[src/rtl/jfpjc_frame_sequencer_if.sv]
// rtl/jfpjc_frame_sequencer_if.sv - output byte stream between frame sequencer and byte sink
//
// Signals:
//   out_valid  byte present on out_data
//   out_data   byte value
//   out_sof    with out_valid: first byte of a file
//   out_eof    with out_valid: last byte of a file
//   out_ready  sink accepts the byte when out_valid & out_ready
// Modports: master = sequencer side, slave = sink side.

interface jfpjc_frame_sequencer_if;
    logic       out_valid;
    logic [7:0] out_data;
    logic       out_sof;
    logic       out_eof;
    logic       out_ready;

    modport master (
        output out_valid,
        output out_data,
        output out_sof,
        output out_eof,
        input  out_ready
    );

    modport slave (
        input  out_valid,
        input  out_data,
        input  out_sof,
        input  out_eof,
        output out_ready
    );
endinterface

[src/rtl/jfpjc_frame_sequencer.sv]
// rtl/jfpjc_frame_sequencer.sv - emits header, scan bytes and EOI as one JPEG file per frame
//
// Ports:
//   clock, reset           system clock, synchronous active-high reset
//   frame_start            one-cycle request for a new file (honoured only when idle)
//   scan_valid/scan_data   compressor byte strobe and byte
//   scan_done              last scan byte of the frame has been presented
//   header_rom_*           header ROM read port (data one cycle after ren)
//   qtable_*               quantization table read port and ownership select
//   out_if                 output byte stream (master side)
//   busy                   file in progress
//   overflow               sticky: a scan byte was dropped on a full FIFO
// Build option: JFPJC_QTABLE_PATCH_EN - when defined, header bytes
//   QUANT_TABLE_OFFSET..+63 are read from the quantization table instead of the ROM.

module jfpjc_frame_sequencer #(
    parameter int HEADER_LEN         = 328,
    parameter int QUANT_TABLE_OFFSET = 25,
    parameter int FIFO_DEPTH         = 16
) (
    input  logic                          clock,
    input  logic                          reset,
    input  logic                          frame_start,
    input  logic                          scan_valid,
    input  logic [7:0]                    scan_data,
    input  logic                          scan_done,
    output logic [8:0]                    header_rom_raddr,
    output logic                          header_rom_ren,
    input  logic [7:0]                    header_rom_dout,
    output logic [5:0]                    qtable_raddr,
    output logic                          qtable_ren,
    output logic                          qtable_sel,
    input  logic [7:0]                    qtable_dout,
    jfpjc_frame_sequencer_if.master       out_if,
    output logic                          busy,
    output logic                          overflow
);

`ifdef JFPJC_QTABLE_PATCH_EN
    localparam bit PATCH_EN = 1'b1;
`else
    localparam bit PATCH_EN = 1'b0;
`endif

    localparam int             AW       = $clog2(FIFO_DEPTH);
    localparam logic [8:0]     HDR_END  = 9'(HEADER_LEN);
    localparam logic [8:0]     Q_LO     = 9'(QUANT_TABLE_OFFSET);
    localparam logic [8:0]     Q_HI     = 9'(QUANT_TABLE_OFFSET + 64);
    localparam logic [AW:0]    FULL_CNT = (AW + 1)'(FIFO_DEPTH);

    typedef enum logic [2:0] {S_IDLE, S_HDR, S_SCAN, S_EOI0, S_EOI1} state_t;
    state_t state, state_nx;

    logic [8:0]  rd_idx;                 // next header index to read
    logic        rd_pending, rd_pend_sof, rd_pend_q;
    logic        skid_valid, skid_sof;
    logic [7:0]  skid_data;
    logic        out_valid_r, out_sof_r, out_eof_r;
    logic [7:0]  out_data_r;
    logic        done_flag;
    logic [7:0]  fifo_mem [FIFO_DEPTH];
    logic [AW:0] wr_ptr, rd_ptr;

    logic        fs_accept, out_fire, out_free;
    logic [1:0]  occ, occ_after;
    logic        hdr_issue, issue_q;
    logic [8:0]  issue_idx;
    logic [7:0]  arrive_data;
    logic [AW:0] fifo_count;
    logic        fifo_empty, fifo_full, fifo_pop, push_req, push_ok;
    logic        hdr_done, scan_to_eoi;

    always_comb begin
        fs_accept  = (state == S_IDLE) && frame_start;
        out_fire   = out_valid_r && out_if.out_ready;
        out_free   = !out_valid_r || out_if.out_ready;

        // Header bytes live in the output register, the skid or the ROM
        // pipeline; a read is issued only if its byte will have a slot.
        occ        = 2'(out_valid_r) + 2'(skid_valid) + 2'(rd_pending);
        occ_after  = occ - 2'(out_fire);
        issue_idx  = fs_accept ? 9'd0 : rd_idx;
        hdr_issue  = fs_accept ||
                     ((state == S_HDR) && (rd_idx < HDR_END) && (occ_after <= 2'd1));
        issue_q    = PATCH_EN && hdr_issue && (issue_idx >= Q_LO) && (issue_idx < Q_HI);

        header_rom_ren   = hdr_issue && !issue_q;
        header_rom_raddr = header_rom_ren ? issue_idx : 9'd0;
        qtable_ren       = issue_q;
        qtable_raddr     = issue_q ? 6'(issue_idx - Q_LO) : 6'd0;
        qtable_sel       = PATCH_EN && (state == S_HDR);
        arrive_data      = rd_pend_q ? qtable_dout : header_rom_dout;

        fifo_count = wr_ptr - rd_ptr;
        fifo_empty = (fifo_count == '0);
        fifo_full  = (fifo_count == FULL_CNT);
        fifo_pop   = (state == S_SCAN) && !fifo_empty && out_free;
        push_req   = scan_valid && ((state == S_HDR) || (state == S_SCAN));
        push_ok    = push_req && (!fifo_full || fifo_pop);

        // Last header byte leaves when nothing else of the header is queued.
        hdr_done    = (state == S_HDR) && (rd_idx == HDR_END) && !rd_pending &&
                      !skid_valid && out_fire;
        scan_to_eoi = (state == S_SCAN) && done_flag && fifo_empty && !out_valid_r;
    end

    always_comb begin
        state_nx = state;
        busy     = (state != S_IDLE);
        case (state)
            S_IDLE:  if (frame_start) state_nx = S_HDR;
            S_HDR:   if (hdr_done)    state_nx = S_SCAN;
            S_SCAN:  if (scan_to_eoi) state_nx = S_EOI0;
            S_EOI0:  if (out_fire)    state_nx = S_EOI1;
            S_EOI1:  if (out_fire)    state_nx = S_IDLE;
            default:                  state_nx = S_IDLE;
        endcase
    end

    always_ff @(posedge clock) begin
        if (reset) state <= S_IDLE;
        else       state <= state_nx;
    end

    always_ff @(posedge clock) begin
        if (push_ok) fifo_mem[wr_ptr[AW-1:0]] <= scan_data;
    end

    always_ff @(posedge clock) begin
        if (reset) begin
            rd_idx      <= '0;
            rd_pending  <= 1'b0;
            rd_pend_sof <= 1'b0;
            rd_pend_q   <= 1'b0;
            skid_valid  <= 1'b0;
            skid_sof    <= 1'b0;
            skid_data   <= '0;
            out_valid_r <= 1'b0;
            out_sof_r   <= 1'b0;
            out_eof_r   <= 1'b0;
            out_data_r  <= '0;
            done_flag   <= 1'b0;
            overflow    <= 1'b0;
            wr_ptr      <= '0;
            rd_ptr      <= '0;
        end else begin
            if (fs_accept) begin
                done_flag <= 1'b0;
                overflow  <= 1'b0;
                wr_ptr    <= '0;
                rd_ptr    <= '0;
            end else begin
                if (scan_done && (state != S_IDLE))         done_flag <= 1'b1;
                if (push_req && fifo_full && !fifo_pop)     overflow  <= 1'b1;
                if (push_ok)                                wr_ptr    <= wr_ptr + 1'b1;
                if (fifo_pop)                               rd_ptr    <= rd_ptr + 1'b1;
            end

            if (hdr_issue) rd_idx <= issue_idx + 9'd1;
            rd_pending  <= hdr_issue;
            rd_pend_sof <= (issue_idx == 9'd0);
            rd_pend_q   <= issue_q;

            if (out_free) begin
                if (skid_valid) begin
                    out_valid_r <= 1'b1;
                    out_data_r  <= skid_data;
                    out_sof_r   <= skid_sof;
                    out_eof_r   <= 1'b0;
                    skid_valid  <= rd_pending;
                    skid_data   <= arrive_data;
                    skid_sof    <= rd_pend_sof;
                end else if (rd_pending) begin
                    out_valid_r <= 1'b1;
                    out_data_r  <= arrive_data;
                    out_sof_r   <= rd_pend_sof;
                    out_eof_r   <= 1'b0;
                end else if (fifo_pop) begin
                    out_valid_r <= 1'b1;
                    out_data_r  <= fifo_mem[rd_ptr[AW-1:0]];
                    out_sof_r   <= 1'b0;
                    out_eof_r   <= 1'b0;
                end else if (scan_to_eoi) begin
                    out_valid_r <= 1'b1;
                    out_data_r  <= 8'hFF;
                    out_sof_r   <= 1'b0;
                    out_eof_r   <= 1'b0;
                end else if ((state == S_EOI0) && out_fire) begin
                    out_valid_r <= 1'b1;
                    out_data_r  <= 8'hD9;
                    out_sof_r   <= 1'b0;
                    out_eof_r   <= 1'b1;
                end else if (out_fire) begin
                    out_valid_r <= 1'b0;
                    out_sof_r   <= 1'b0;
                    out_eof_r   <= 1'b0;
                end
            end else if (rd_pending) begin
                skid_valid <= 1'b1;
                skid_data  <= arrive_data;
                skid_sof   <= rd_pend_sof;
            end
        end
    end

    assign out_if.out_valid = out_valid_r;
    assign out_if.out_data  = out_data_r;
    assign out_if.out_sof   = out_sof_r;
    assign out_if.out_eof   = out_eof_r;

endmodule
[src/flat_wrapper.sv]
// flat-port wrapper written by rule: the top's interface ports become plain ports
module jfpjc_frame_sequencer_flat 
#(
    parameter int HEADER_LEN         = 328,
    parameter int QUANT_TABLE_OFFSET = 25,
    parameter int FIFO_DEPTH         = 16
)
  (clock, reset, frame_start, scan_valid, scan_data, scan_done, header_rom_raddr, header_rom_ren, header_rom_dout, qtable_raddr, qtable_ren, qtable_sel, qtable_dout, busy, overflow, out_if_out_valid, out_if_out_data, out_if_out_sof, out_if_out_eof, out_if_out_ready);
  jfpjc_frame_sequencer_if out_if_i ();
  input  logic clock;
  input  logic reset;
  input  logic frame_start;
  input  logic scan_valid;
  input  logic [7:0] scan_data;
  input  logic scan_done;
  output logic [8:0] header_rom_raddr;
  output logic header_rom_ren;
  input  logic [7:0] header_rom_dout;
  output logic [5:0] qtable_raddr;
  output logic qtable_ren;
  output logic qtable_sel;
  input  logic [7:0] qtable_dout;
  output logic busy;
  output logic overflow;
  output wire logic [$bits(out_if_i.out_valid)-1:0] out_if_out_valid;
  output wire logic [$bits(out_if_i.out_data)-1:0] out_if_out_data;
  output wire logic [$bits(out_if_i.out_sof)-1:0] out_if_out_sof;
  output wire logic [$bits(out_if_i.out_eof)-1:0] out_if_out_eof;
  input wire logic [$bits(out_if_i.out_ready)-1:0] out_if_out_ready;
  assign out_if_out_valid = out_if_i.out_valid;
  assign out_if_out_data = out_if_i.out_data;
  assign out_if_out_sof = out_if_i.out_sof;
  assign out_if_out_eof = out_if_i.out_eof;
  assign out_if_i.out_ready = out_if_out_ready;
  jfpjc_frame_sequencer #(.HEADER_LEN(HEADER_LEN), .QUANT_TABLE_OFFSET(QUANT_TABLE_OFFSET), .FIFO_DEPTH(FIFO_DEPTH)) u_core (.clock(clock), .reset(reset), .frame_start(frame_start), .scan_valid(scan_valid), .scan_data(scan_data), .scan_done(scan_done), .header_rom_raddr(header_rom_raddr), .header_rom_ren(header_rom_ren), .header_rom_dout(header_rom_dout), .qtable_raddr(qtable_raddr), .qtable_ren(qtable_ren), .qtable_sel(qtable_sel), .qtable_dout(qtable_dout), .out_if(out_if_i), .busy(busy), .overflow(overflow));
endmodule
[config.mk]
export PLATFORM = sky130hd
export DESIGN_NAME = jfpjc_frame_sequencer_flat
export DESIGN_NICKNAME = d
export VERILOG_FILES = /design/src/rtl/jfpjc_frame_sequencer_if.sv /design/src/rtl/jfpjc_frame_sequencer.sv /design/src/flat_wrapper.sv
export SDC_FILE = /design/constraint.sdc
export NUM_CORES = 1
export LEC_CHECK = 0
export ABC_CLOCK_PERIOD_IN_PS = 3300
export BUFFER_PORTS_ARGS = -buffer_cell sky130_fd_sc_hd__buf_2
export CAP_MARGIN = 20
export CORE_MARGIN = 5
export CORE_UTILIZATION = 45
export DETAILED_ROUTE_END_ITERATION = 10
export PLACE_DENSITY = 0.66
export SYNTH_ARGS = -nofsm -noshare
export SYNTH_HDL_FRONTEND = slang
export SYNTH_SLANG_ARGS = --single-unit
[constraint.sdc]
create_clock -name clock -period 3.3 [get_ports clock]
set_input_delay 0.66 -clock clock [delete_from_list [all_inputs] [get_ports clock]]
set_output_delay 0.66 -clock clock [all_outputs]
set_load 0.02 [all_outputs]
==> impl_summary.log, run 1 <==
INFO  metric finalNonFillerCells = 834
INFO  metric final_cell_mix = edfxtp_1 (128), nor2_1 (54), dfxtp_1 (49)
INFO  metric p_leak = 3.15 nW
INFO  metric finalCoreUtilization = 0.519
INFO  metric drt_iter0_markers = 388
INFO  metric syn-mean-instance-area = 14.3 µm²
INFO  metric dp.cells = 801
INFO  metric post-place-ws = 0.0329 ns
INFO  metric critPathMaxStageDelay = 0.37 ns
INFO  metric ctsRootBufferMaster = clkbuf_16
INFO  metric grt_setup_unrepaired = true
INFO  metric grt_antenna_before_repair = 0
INFO  metric final_setup_violation_count = 0
INFO  metric final_hold_viol_count = 0
INFO  metric final.period_utilization = 0.957
INFO  metric layout-drive-gt1-share = 0.228
INFO  metric ir_worst_vdd = 0.000390 V
INFO  metric insertedDiodeCount = 0
INFO  metric worst-endpoint-arrival = 2.50 ns
INFO  metric netlist-cell-type-count = 63
INFO  metric hold_path_class = input pin to register
INFO  metric die_w = 141 µm
INFO  metric cellPowerDensity = 542 nW/µm²
INFO  metric timing.fmax = 0.317 GHz
INFO  metric endpoint_kind = output pin
INFO  metric synth-seq-cells = 179
INFO  metric status = completed
INFO  metric layout_min_cycle_time = 3.16 ns
INFO  metric overflow = 0
INFO  metric routed-via-count = 4621
INFO  metric row_count = 48
INFO  metric place_congestion = 0.762
INFO  metric synthArstFlopShare = 0
INFO  metric clkSlewWorstSetupHoldPaths = 0.07 ns
INFO  metric syn_to_final_growth = 14.5%
INFO  metric timing.final.ws_setup = 0.142 ns
INFO  metric dominantRegCellSynth = edfxtp_1
INFO  metric die-area = 19900 µm²
INFO  metric critical_path.max_fanout = 6
INFO  metric path_cells = and2_1, ha_1, inv_1, ha_1, a21oi_2, xnor2_1, and4b_4, and2_1, buf_2
INFO  metric max-slew-margin-rel = 0.340
INFO  metric critPathSlowestCell = and4b_4
INFO  metric place.detailed.hpwl = 10.5 mm
INFO  metric finalNetCount = 639
INFO  metric top_level_i_o_count = 61
INFO  metric syn-cell-area = 7740 µm²
INFO  metric ys.warnings.count = 0
INFO  metric route.detailed.wl_per_inst = 18.7 µm
INFO  metric tritoncts_buffer_count = 17
INFO  metric drcViolationCount = 0
INFO  metric placedInstanceArea = 8210 µm²
INFO  metric number_of_synthesized_flops_with_an_enable_pin = 128
INFO  metric design.core.area = 17100 µm²
INFO  metric required = 2.64 ns
INFO  metric synth_cells = 541
INFO  metric worst_clock_skew = 0.0124 ns
INFO  metric cp-startpoint = u_core.out_if.out_valid
INFO  metric reg_to_reg_startpoint = u_core.rd_ptr[1]
INFO  metric final.fill_count = 1398
INFO  metric grt_pass1_vias = 4619
INFO  metric criticalPathCategory = register to output pin
INFO  metric clock_latency = 0.43 ns
INFO  metric timing_max_transition_violations_final = 0
INFO  metric drt_pass1_iterations = 5
INFO  metric clk_path_buf_depth = 2
INFO  metric synth.yosys.seq_area_share = 0.629
INFO  metric final_antenna_net_count = 0
INFO  metric floorplan.initialDensity = 0.454
INFO  metric port-buffer-count = 44
INFO  metric cap_viol_max_count = 0
INFO  metric grt_start_max_net_pins = 38
INFO  metric die-height = 141 µm
INFO  metric routed_via_density = 5.54
INFO  metric worst_pin_slew = 0.987 ns
INFO  metric worst_setup_path_start_kind = register
INFO  metric leading_cell_type_in_the_layout_fill_and_taps_excluded = edfxtp_1
INFO  metric track_usage = 0.163
INFO  metric first_pass_grt_wire_length = 25.0 mm
INFO  metric htreeDepth = 4
INFO  metric finalInstanceArea = 8860 µm²
INFO  metric cts_tree = done
INFO  metric worst_hold_path_startpoint = scan_done
INFO  metric drt_wl_total = 15.6 mm
INFO  metric cts_num_sinks = 179
synthesized netlist by cell type (7+ instances only):
cell type,number,share of area
nand3_1,7,0.0045
nor2_1,54,0.026
o21ai_0,13,0.0084
and2_1,11,0.0089
edfxtp_1,128,0.50
nand2b_1,9,0.0073
a21oi_1,20,0.013
and3_1,15,0.012
nor2b_1,13,0.011
buf_4,11,0.011
clkbuf_1,13,0.0063
mux2i_1,21,0.027
inv_1,18,0.0087
nand2_1,22,0.011
xnor2_1,10,0.011
xor2_1,7,0.0079
ha_1,13,0.021
dfxtp_1,51,0.13
mux4_2,33,0.096
final cells by class:
cell class,count,area [µm²],area share
Tap cell,225,282,0.0318
Inverter,20,75.1,0.00848
Clock buffer,17,425,0.0480
Sequential cell,179,4870,0.550
Multi-Input combinational cell,318,2650,0.299
Clock inverter,15,198,0.0223
Timing Repair Buffer,60,358,0.0404
power by group:
part	total [mW]	leakage, nW	internal, mW	switching, mW
Sequential	2.45	1.57	2.43	0.0185
Combinational	0.241	1.28	0.0898	0.151
Clock	2.11	0.298	1.22	0.899
repair_timing:
action | in CTS | in global routing
buffers inserted | 0 | 0
endpoints found under the setup margin | 4 | 10
resized for setup | 1 | 5
hold buffers | 0 | 0
gates cloned | 0 | 1
worst max-delay path: cells and delay by family (launching register included):
kind | cells | cell delay [ns]
buf+inv | 2 | 0.20
xor+xnor | 1 | 0.11
simple gates | 3 | 0.70
fa+ha+maj | 2 | 0.55
flops | 1 | 0.35
compound gates | 1 | 0.16
flip-flops by register name, indices dropped and copies added (netlist names), 3 cells and up, named ones only:
register,cells
u_core.skid_data,8
u_core.rd_idx,9
u_core.wr_ptr,5
u_core.fifo_mem,128
u_core.out_if.out_data,8
u_core.state,3
u_core.rd_ptr,5
metal layers:
metal,routed length (µm),vias to the layer above,global-route usage
li1,-,2142,-
met1,7080,2339,0.222
met2,7530,123,0.260
met3,775,17,0.0387
met4,215,0,0.0520
met5,0,-,0
path summary, 6_finish.rpt:
kind | endpoint | depth (start not counted) | slack [ns]
min | u_core.done_flag | 3 | 0.47
max reg2reg | u_core.fifo_mem[10][1] | 8 | 0.31
max | header_rom_raddr[6] | 9 | 0.14
min reg2reg | u_core.out_if.out_data[3] | 2 | 0.48
through the flow:
stage                     hold WS, ns  power [mW]  TNS (ns)
final                           0.467        4.80         0
after global routing            0.468        4.95   -0.0511
after CTS                       0.457        4.83         0
after detailed placement        0.475        2.73         0
after global placement          0.469        2.72         0
after floorplan                 0.450        2.65         0
kinds of logic (layout without fill, tap and decap cells):
logic type      Yosys count  in the layout  synth area share
fa+ha+maj                13             13            0.0210
compound gates           66             66            0.0613
mux                      57             57             0.132
flops                   179            179             0.629
xor+xnor                 17             17            0.0192
buf+inv                  52            112            0.0344
simple gates            156            157             0.103
other cells               1              8          0.000485
Note: power is estimated with default switching activity, not from simulation.
==> run 2, diff against run 1 <==
--- a/config.mk
+++ b/config.mk
@@ -5,6 +5,7 @@
 export SDC_FILE = /design/constraint.sdc
 export NUM_CORES = 1
 export LEC_CHECK = 0
+export ABC_AREA = 1
 export ABC_CLOCK_PERIOD_IN_PS = 3300
 export BUFFER_PORTS_ARGS = -buffer_cell sky130_fd_sc_hd__buf_2
 export CAP_MARGIN = 20
==> run 2 against run 1 <==
Via count up 25%. Fmax up 1.4%. Hold slack worse by 0.018 ns. Sequential share of layout area down 2.0 points. Wire length up 12%. Global-route usage up 1.4 points. Clock skew down 0.0053 ns. Clock power about the same. Cell count up 35%. Power up 42%.
==> impl_summary.log, run 2 <==
INFO  metric final_setup_violation_count = 0 (unchanged)
INFO  metric clk_path_buf_depth = 2 (unchanged)
INFO  metric ir_worst_vdd = 0.000450 V (+16%)
INFO  metric overflow = 0 (unchanged)
INFO  metric final_antenna_net_count = 0 (unchanged)
INFO  metric place_congestion = 0.812 (+6.5%)
INFO  metric dp.cells = 1091 (+36%)
INFO  metric layout_min_cycle_time = 3.11 ns (-0.0445 ns)
INFO  metric route.detailed.wl_per_inst = 15.5 µm (-17%)
INFO  metric die-area = 20700 µm² (+3.7%)
INFO  metric worst-endpoint-arrival = 2.45 ns (-0.05 ns)
INFO  metric grt_pass1_vias = 5391 (+17%)
INFO  metric critical-path-top-delay-family = buffers and inverters
INFO  metric reg2reg_setup_slack = 0.77 ns (+0.46 ns)
INFO  metric insertedDiodeCount = 0 (unchanged)
INFO  metric finalNetCount = 924 (+45%)
INFO  metric place.detailed.hpwl = 11.6 mm (+10%)
INFO  metric postCtsResizedCells = 0 (-1)
INFO  metric final.fill_count = 1597 (+14%)
INFO  metric timing.fmax = 0.321 GHz (+1.4%)
INFO  metric synth_cells = 825 (+52%)
INFO  metric grt_start_max_net_pins = 69 (+82%)
INFO  metric cts_tree = done
INFO  metric synthArstFlopShare = 0 (unchanged)
INFO  metric final_hold_viol_count = 0 (unchanged)
INFO  metric routed_via_density = 5.15 (-7.1%)
INFO  metric synth_common_cells = edfxtp_1 (128), nand2_1 (127), nor2_1 (107)
INFO  metric layout-drive-gt1-share = 0.151 (-0.0771)
INFO  metric worst_clock_skew = 0.00716 ns (-0.00527 ns)
INFO  metric worstSetupEndpoint = header_rom_raddr[2]
INFO  metric timing_max_transition_violations_final = 0 (unchanged)
INFO  metric drt_iter0_markers = 440 (+13%)
INFO  metric p_leak = 3.57 nW (+13%)
INFO  metric clock_latency = 0.43 ns (about the same)
INFO  metric die-height = 144 µm (+1.8%)
INFO  metric top_level_i_o_count = 61 (unchanged)
INFO  metric path_depth = 12 (+3)
INFO  metric multiInputGateArea = 2680 µm² (+1.2%)
INFO  metric synth-seq-cells = 179 (unchanged)
INFO  metric htreeDepth = 4 (unchanged)
INFO  metric grt_antenna_before_repair = 0 (unchanged)
INFO  metric first_pass_grt_wire_length = 28.2 mm (+13%)
INFO  metric syn-cell-area = 8050 µm² (+4.0%)
INFO  metric cap_viol_max_count = 0 (unchanged)
INFO  metric critPathSlowestCell = dfxtp_1
INFO  metric syn_to_final_growth = 14.1%
INFO  metric hold_path_class = register to register
INFO  metric yosys.cell_count.top_type = edfxtp_1
INFO  metric leading_cell_type_in_the_layout_fill_and_taps_excluded = edfxtp_1
INFO  metric worst_setup_path_start_kind = register
INFO  metric syn-mean-instance-area = 9.75 µm² (-32%)
INFO  metric cts_post_setup_buffers_inserted = 0 (unchanged)
INFO  metric cellPowerDensity = 741 nW/µm² (+37%)
INFO  metric port-buffer-count = 44 (unchanged)
INFO  metric track_usage = 0.177 (+0.0138)
INFO  metric reg_to_reg_startpoint = u_core.wr_ptr[0]
INFO  metric routed-via-count = 5776 (+25%)
INFO  metric synth_top_area_share = 0.478 (-0.0192)
INFO  metric required = 2.64 ns (about the same)
INFO  metric max_ffs_per_register = 128 (unchanged)
INFO  metric drt_pass1_iterations = 5 (unchanged)
INFO  metric criticalPathCategory = register to output pin
INFO  metric drt_wl_total = 17.4 mm (+12%)
INFO  metric cts_num_sinks = 179 (unchanged)
INFO  metric finalNonFillerCells = 1122 (+35%)
INFO  metric worst_hold_slack = 0.449 ns (-0.0183 ns)
INFO  metric cp-startpoint = u_core.out_if.out_valid
INFO  metric final.period_utilization = 0.943 (-0.0135)
INFO  metric path_cells = nand2_1, inv_1, ha_1, inv_1, ha_1, a21oi_1, xnor2_1, nor2_1, nor2_2, buf_4, nor2_1, buf_2
INFO  metric floorplan.initialDensity = 0.453 (-0.00100)
INFO  metric critPathMaxStageDelay = 0.42 ns (+0.05 ns)
INFO  metric dominantRegCellSynth = edfxtp_1
INFO  metric die_w = 144 µm (+1.8%)
INFO  metric finalCoreUtilization = 0.517 (-0.00254)
INFO  metric grt_setup_unrepaired = false
INFO  metric design.core.area = 17800 µm² (+4.2%)
INFO  metric status = completed
INFO  metric critPathBufInv = 4 (+2)
INFO  metric synth.area.top_cells = edfxtp_1 (48%), dfxtp_1 (13%), nand2_1 (5.9%)
INFO  metric drcViolationCount = 0 (unchanged)
INFO  metric worst_hold_path_startpoint = u_core.skid_data[1]
INFO  metric clkSlewWorstSetupHoldPaths = 0.06 ns (about the same)
INFO  metric max-slew-margin-rel = 0.541 (+0.200)
INFO  metric ctsRootBufferMaster = clkbuf_16
INFO  metric synth.yosys.seq_area_share = 0.604 (-0.0242)
INFO  metric area.sequential = 4870 µm² (about the same)
INFO  metric netlist-cell-type-count = 41 (-35%)
INFO  metric number_of_synthesized_flops_with_an_enable_pin = 128 (unchanged)
INFO  metric synth_top_area_cell = edfxtp_1
INFO  metric setup_total_negative_slack = 0 ns (unchanged)
INFO  metric endpoint_kind = output pin
INFO  metric worst_pin_slew = 0.688 ns (-0.299 ns)
INFO  metric final_cell_mix = edfxtp_1 (128), nand2_1 (127), nor2_1 (107)
INFO  metric tritoncts_buffer_count = 17 (unchanged)
INFO  metric ys.warnings.count = 0 (unchanged)
INFO  metric row_count = 49 (+2.1%)
INFO  metric critical_path.max_fanout = 9 (+3)
INFO  metric cts.hold.buffers_added = 0 (unchanged)
INFO  metric reg2reg_to = u_core.fifo_mem[10][2]
INFO  metric ff2ff_path_depth = 16 (+8)
==> run 2: worst min-delay path by stage <==
stage	cells past startpoint	slack, ns	endpoint
global route	2	0.46	u_core.skid_data[6]
global placement	2	0.43	u_core.skid_data[2]
floorplan	2	0.42	u_core.skid_data[5]
CTS	2	0.45	u_core.skid_data[2]
finish	2	0.45	u_core.skid_data[1]
detailed placement	2	0.43	u_core.skid_data[2]
==> run 2: worst min-delay path: stages (launching register included) <==
cell and delay, ns:
dfxtp_1 0.31, inv_1 0.05, a21oi_1 0.05
==> run 2: layout make-up <==
cell class | instances | share of cell area
repair buffers | 71 | 0.0460
inverters | 83 | 0.0345
multi-input cells | 529 | 0.292
well taps | 229 | 0.0312
clock inverters | 13 | 0.0197
flip-flops and latches | 179 | 0.530
clock buffers | 18 | 0.0467
==> run 2: layer usage <==
layer  up-vias  GRT usage  wire length, µm
met5         -          0                0
met4         0     0.0570              282
met3        22     0.0333              667
met2       124      0.282             8270
met1      2730      0.247             8230
li1       2900          -                -
==> run 2: metrics by stage <==
| stage | setup slack [ns] | instance area (µm²) | total power [mW] |
|---|---|---|---|
| 3_3_place_gp | 0.224 | 8580 | 4.74 |
| 2_1_floorplan | 0.350 | 8070 | 4.20 |
| 6_report | 0.187 | 9190 | 6.81 |
| 5_1_grt | 0.0266 | 9190 | 7.21 |
| 4_1_cts | 0.164 | 9190 | 6.85 |
| 3_5_place_dp | 0.186 | 8580 | 4.76 |
==> run 2: where the power goes <==
part	switching (mW)	internal [mW]
registers	0.125	2.59
clock network	0.834	1.26
logic	1.36	0.632
==> run 2: cell families (layout without fill, tap and decap cells) <==
kind of cell / after synthesis / count (layout) / share of synthesized area
compound gates: 153 / 153 / 0.106
other cells: 1 / 8 / 0.000466
buf+inv: 124 / 185 / 0.0653
xor+xnor: 5 / 5 / 0.00544
simple gates: 350 / 350 / 0.198
fa+ha+maj: 13 / 13 / 0.0202
flops: 179 / 179 / 0.604
==> run 3, diff against run 2 <==
--- a/config.mk
+++ b/config.mk
@@ -10,9 +10,10 @@
 export BUFFER_PORTS_ARGS = -buffer_cell sky130_fd_sc_hd__buf_2
 export CAP_MARGIN = 20
 export CORE_MARGIN = 5
-export CORE_UTILIZATION = 45
+export CORE_UTILIZATION = 60
 export DETAILED_ROUTE_END_ITERATION = 10
-export PLACE_DENSITY = 0.66
+export PLACE_DENSITY = 0.83
+export SETUP_SLACK_MARGIN = 0.4
 export SYNTH_ARGS = -nofsm -noshare
 export SYNTH_HDL_FRONTEND = slang
 export SYNTH_SLANG_ARGS = --single-unit
==> run 3 against run 2 <==
Fmax rose by 2.3%. Register-to-register slack improved by 0.04 ns. Non-clock buffer count rose by 7. Via count is 6.6% higher. Global-route usage rose by 6.0 points. Critical endpoint unchanged. Wire length increased by 7.6%. Critical path type is now input pin to output pin. Clock power decreased by 9.5%. Final area increased by 1.3%. Count of clock-buffer cells in the layout unchanged. Flip-flop and latch count is the same. Sequential share of layout area decreased by 0.66 points. Utilization up 19 points.
==> impl_summary.log, run 3 (synthesis gave the netlist of run 2 again) <==
INFO  metric multiInputGateArea = 2770 µm² (+3.1%)
INFO  metric critPathBufInv = 6 (+2)
INFO  metric drt_pass1_iterations = 5 (unchanged)
INFO  metric finalNetCount = 931 (+0.76%)
INFO  metric route.detailed.wl_per_inst = 17.4 µm (+12%)
INFO  metric ir_worst_vdd = 0.000433 V (-3.9%)
INFO  metric drt_iter0_markers = 797 (+81%)
INFO  metric overflow = 0 (unchanged)
INFO  metric clock_latency = 0.43 ns (about the same)
INFO  metric reg2reg_setup_slack = 0.81 ns (+0.04 ns)
INFO  metric ctsRootBufferMaster = clkbuf_16
INFO  metric place_congestion = 0.844 (+4.0%)
INFO  metric ff2ff_path_depth = 16 (unchanged)
INFO  metric insertedDiodeCount = 0 (unchanged)
INFO  metric grt_setup_unrepaired = true
INFO  metric row_count = 42 (-14%)
INFO  metric grt_pass1_vias = 5884 (+9.1%)
INFO  metric cap_viol_max_count = 0 (unchanged)
INFO  metric pwr-share-seq = 0.393 (-0.006)
INFO  metric finalInstanceArea = 9310 µm² (+1.3%)
INFO  metric final_hold_viol_count = 0 (unchanged)
INFO  metric final.fill_count = 879 (-45%)
INFO  metric criticalPathCategory = input pin to output pin
INFO  metric hold_path_class = register to register
INFO  metric min_delay_path_depth = 2 (unchanged)
INFO  metric critical-path-top-delay-family = buffers and inverters
INFO  metric cellPowerDensity = 741 nW/µm² (-0.10%)
INFO  metric required = 2.64 ns (about the same)
INFO  metric drcViolationCount = 0 (unchanged)
INFO  metric cts_num_sinks = 179 (unchanged)
INFO  metric reg_to_reg_startpoint = u_core.wr_ptr[0]
INFO  metric layout_min_cycle_time = 3.04 ns (-0.0690 ns)
INFO  metric worst_setup_path_start_kind = input pin
INFO  metric reg2reg_to = u_core.fifo_mem[10][5]
INFO  metric worst-endpoint-arrival = 2.38 ns (-0.07 ns)
INFO  metric share_comb_of_total_power = 0.331 (+0.038)
INFO  metric design.core.area = 13200 µm² (-26%)
INFO  metric die-height = 126 µm (-12%)
INFO  metric setup_total_negative_slack = 0 ns (unchanged)
INFO  metric final_cell_mix = edfxtp_1 (128), nand2_1 (126), nor2_1 (98)
INFO  metric final.period_utilization = 0.923 (-0.0209)
INFO  metric routed_via_density = 5.72 (+11%)
INFO  metric top_level_i_o_count = 61 (unchanged)
INFO  metric timing_max_transition_violations_final = 0 (unchanged)
INFO  metric drt_wl_total = 18.8 mm (+7.6%)
INFO  metric clkSlewWorstSetupHoldPaths = 0.07 ns (about the same)
INFO  metric status = completed
INFO  metric die_w = 126 µm (-12%)
INFO  metric floorplan.initialDensity = 0.610 (+0.157)
INFO  metric max-slew-margin-rel = 0.296 (-0.245)
INFO  metric critical_path.max_fanout = 6 (-3)
INFO  metric endpoint_kind = output pin
INFO  metric timing.final.ws_setup = 0.256 ns (+0.0690 ns)
INFO  metric syn_to_final_growth = 15.7%
INFO  metric first_pass_grt_wire_length = 29.8 mm (+5.6%)
INFO  metric finalCoreUtilization = 0.706 (+0.189)
INFO  metric htreeDepth = 4 (unchanged)
INFO  metric path_cells = buf_6, nand2_4, inv_4, ha_4, inv_4, ha_4, a21oi_2, xnor2_1, nor2_1, nor2_2, buf_4, buf_12, nor2_4, buf_6
INFO  metric placedInstanceArea = 8500 µm² (-0.86%)
INFO  metric switching_share_of_power = 0.366 (+0.0255)
INFO  metric max_ffs_per_register = 128 (unchanged)
INFO  metric track_usage = 0.237 (+0.0601)
INFO  metric leading_cell_type_in_the_layout_fill_and_taps_excluded = edfxtp_1
INFO  metric worst_pin_slew = 1.05 ns (+0.361 ns)
INFO  metric post-place-ws = 0.178 ns (-0.00730 ns)
INFO  metric p_int = 4.37 mW (-2.7%)
INFO  metric switching_power_of_the_nets = 2.53 mW (+8.8%)
INFO  metric place.detailed.hpwl = 11.7 mm (+0.57%)
INFO  metric worst_clock_skew = 0.00784 ns (+0.000679 ns)
INFO  metric layout-drive-gt1-share = 0.182 (+0.0310)
INFO  metric critPathSlowestCell = ha_4
INFO  metric cts_tree = done
INFO  metric tritoncts_buffer_count = 17 (unchanged)
INFO  metric area.sequential = 4870 µm² (about the same)
INFO  metric grt_antenna_before_repair = 0 (unchanged)
INFO  metric critPathMaxStageDelay = 0.26 ns (-0.16 ns)
INFO  metric timing.fmax = 0.328 GHz (+2.3%)
INFO  metric p_leak = 3.59 nW (+0.72%)
INFO  metric final_antenna_net_count = 0 (unchanged)
INFO  metric die-area = 15800 µm² (-23%)
INFO  metric total_chip_power = 6.89 mW (+1.2%)
INFO  metric routed-via-count = 6158 (+6.6%)
INFO  metric worst_hold_path_startpoint = u_core.skid_data[2]
INFO  metric clk_path_buf_depth = 2 (unchanged)
INFO  metric p_clk_frac = 0.276 (-0.032)
INFO  metric grt_start_max_net_pins = 69 (unchanged)
INFO  metric port-buffer-count = 44 (unchanged)
INFO  metric final_setup_violation_count = 0 (unchanged)
INFO  metric hold_end = u_core.skid_data[2]
run 3: repair_timing:
action                     in CTS  in global routing
gates resized for setup        33                 14
setup endpoints to repair      10                 10
gates cloned                    1                  0
pin swaps                       7                  6
hold buffers                    0                  0
setup buffers                   7                  2
run 3: tightest hold or removal path, cell delays in order (launching register included):
cell,delay [ns]
dfxtp_1,0.31
inv_1,0.05
a21oi_1,0.05
run 3: worst max path at each step:
| stage | startpoint | cells past startpoint | end |
|---|---|---|---|
| 2_1_floorplan | out_if_out_ready | 11 | header_rom_raddr[1] |
| 5_1_grt | u_core.out_if.out_valid | 13 | header_rom_raddr[7] |
| 3_5_place_dp | out_if_out_ready | 13 | header_rom_raddr[5] |
| 3_3_place_gp | out_if_out_ready | 13 | header_rom_ren |
| 4_1_cts | u_core.out_if.out_valid | 13 | header_rom_ren |
| 6_report | out_if_out_ready | 14 | header_rom_raddr[2] |
run 3: metrics by stage:
step           std cells  hold slack (ns)
2_1_floorplan        832            0.423
3_3_place_gp        1035            0.433
3_5_place_dp        1035            0.434
4_1_cts             1074            0.445
5_1_grt             1076            0.469
6_report            1076            0.448
run 3: cell type report:
type                       instances  share of cell area
timing repair buffer              78              0.0616
multi-input combinational        529               0.297
clock buffer                      18              0.0461
clock inverter                    13              0.0133
inverter                          83              0.0350
tap                              176              0.0237
sequential                       179               0.523
run 3: metal layers:
layer	wire, µm	global-route usage	part of all wire
met5	0	0	0
met4	463	0.0845	0.025
met3	1570	0.0466	0.084
met2	9140	0.395	0.49
met1	7600	0.313	0.40
run 3: power by group through the flow:
stage | logic (mW) | registers, mW | clock network, mW
global route | 2.51 | 2.72 | 2.01
finish | 2.28 | 2.71 | 1.90
detailed placement | 1.98 | 2.75 | 0
global placement | 1.93 | 2.75 | 0
floorplan | 1.42 | 2.78 | 0
CTS | 2.19 | 2.70 | 1.90
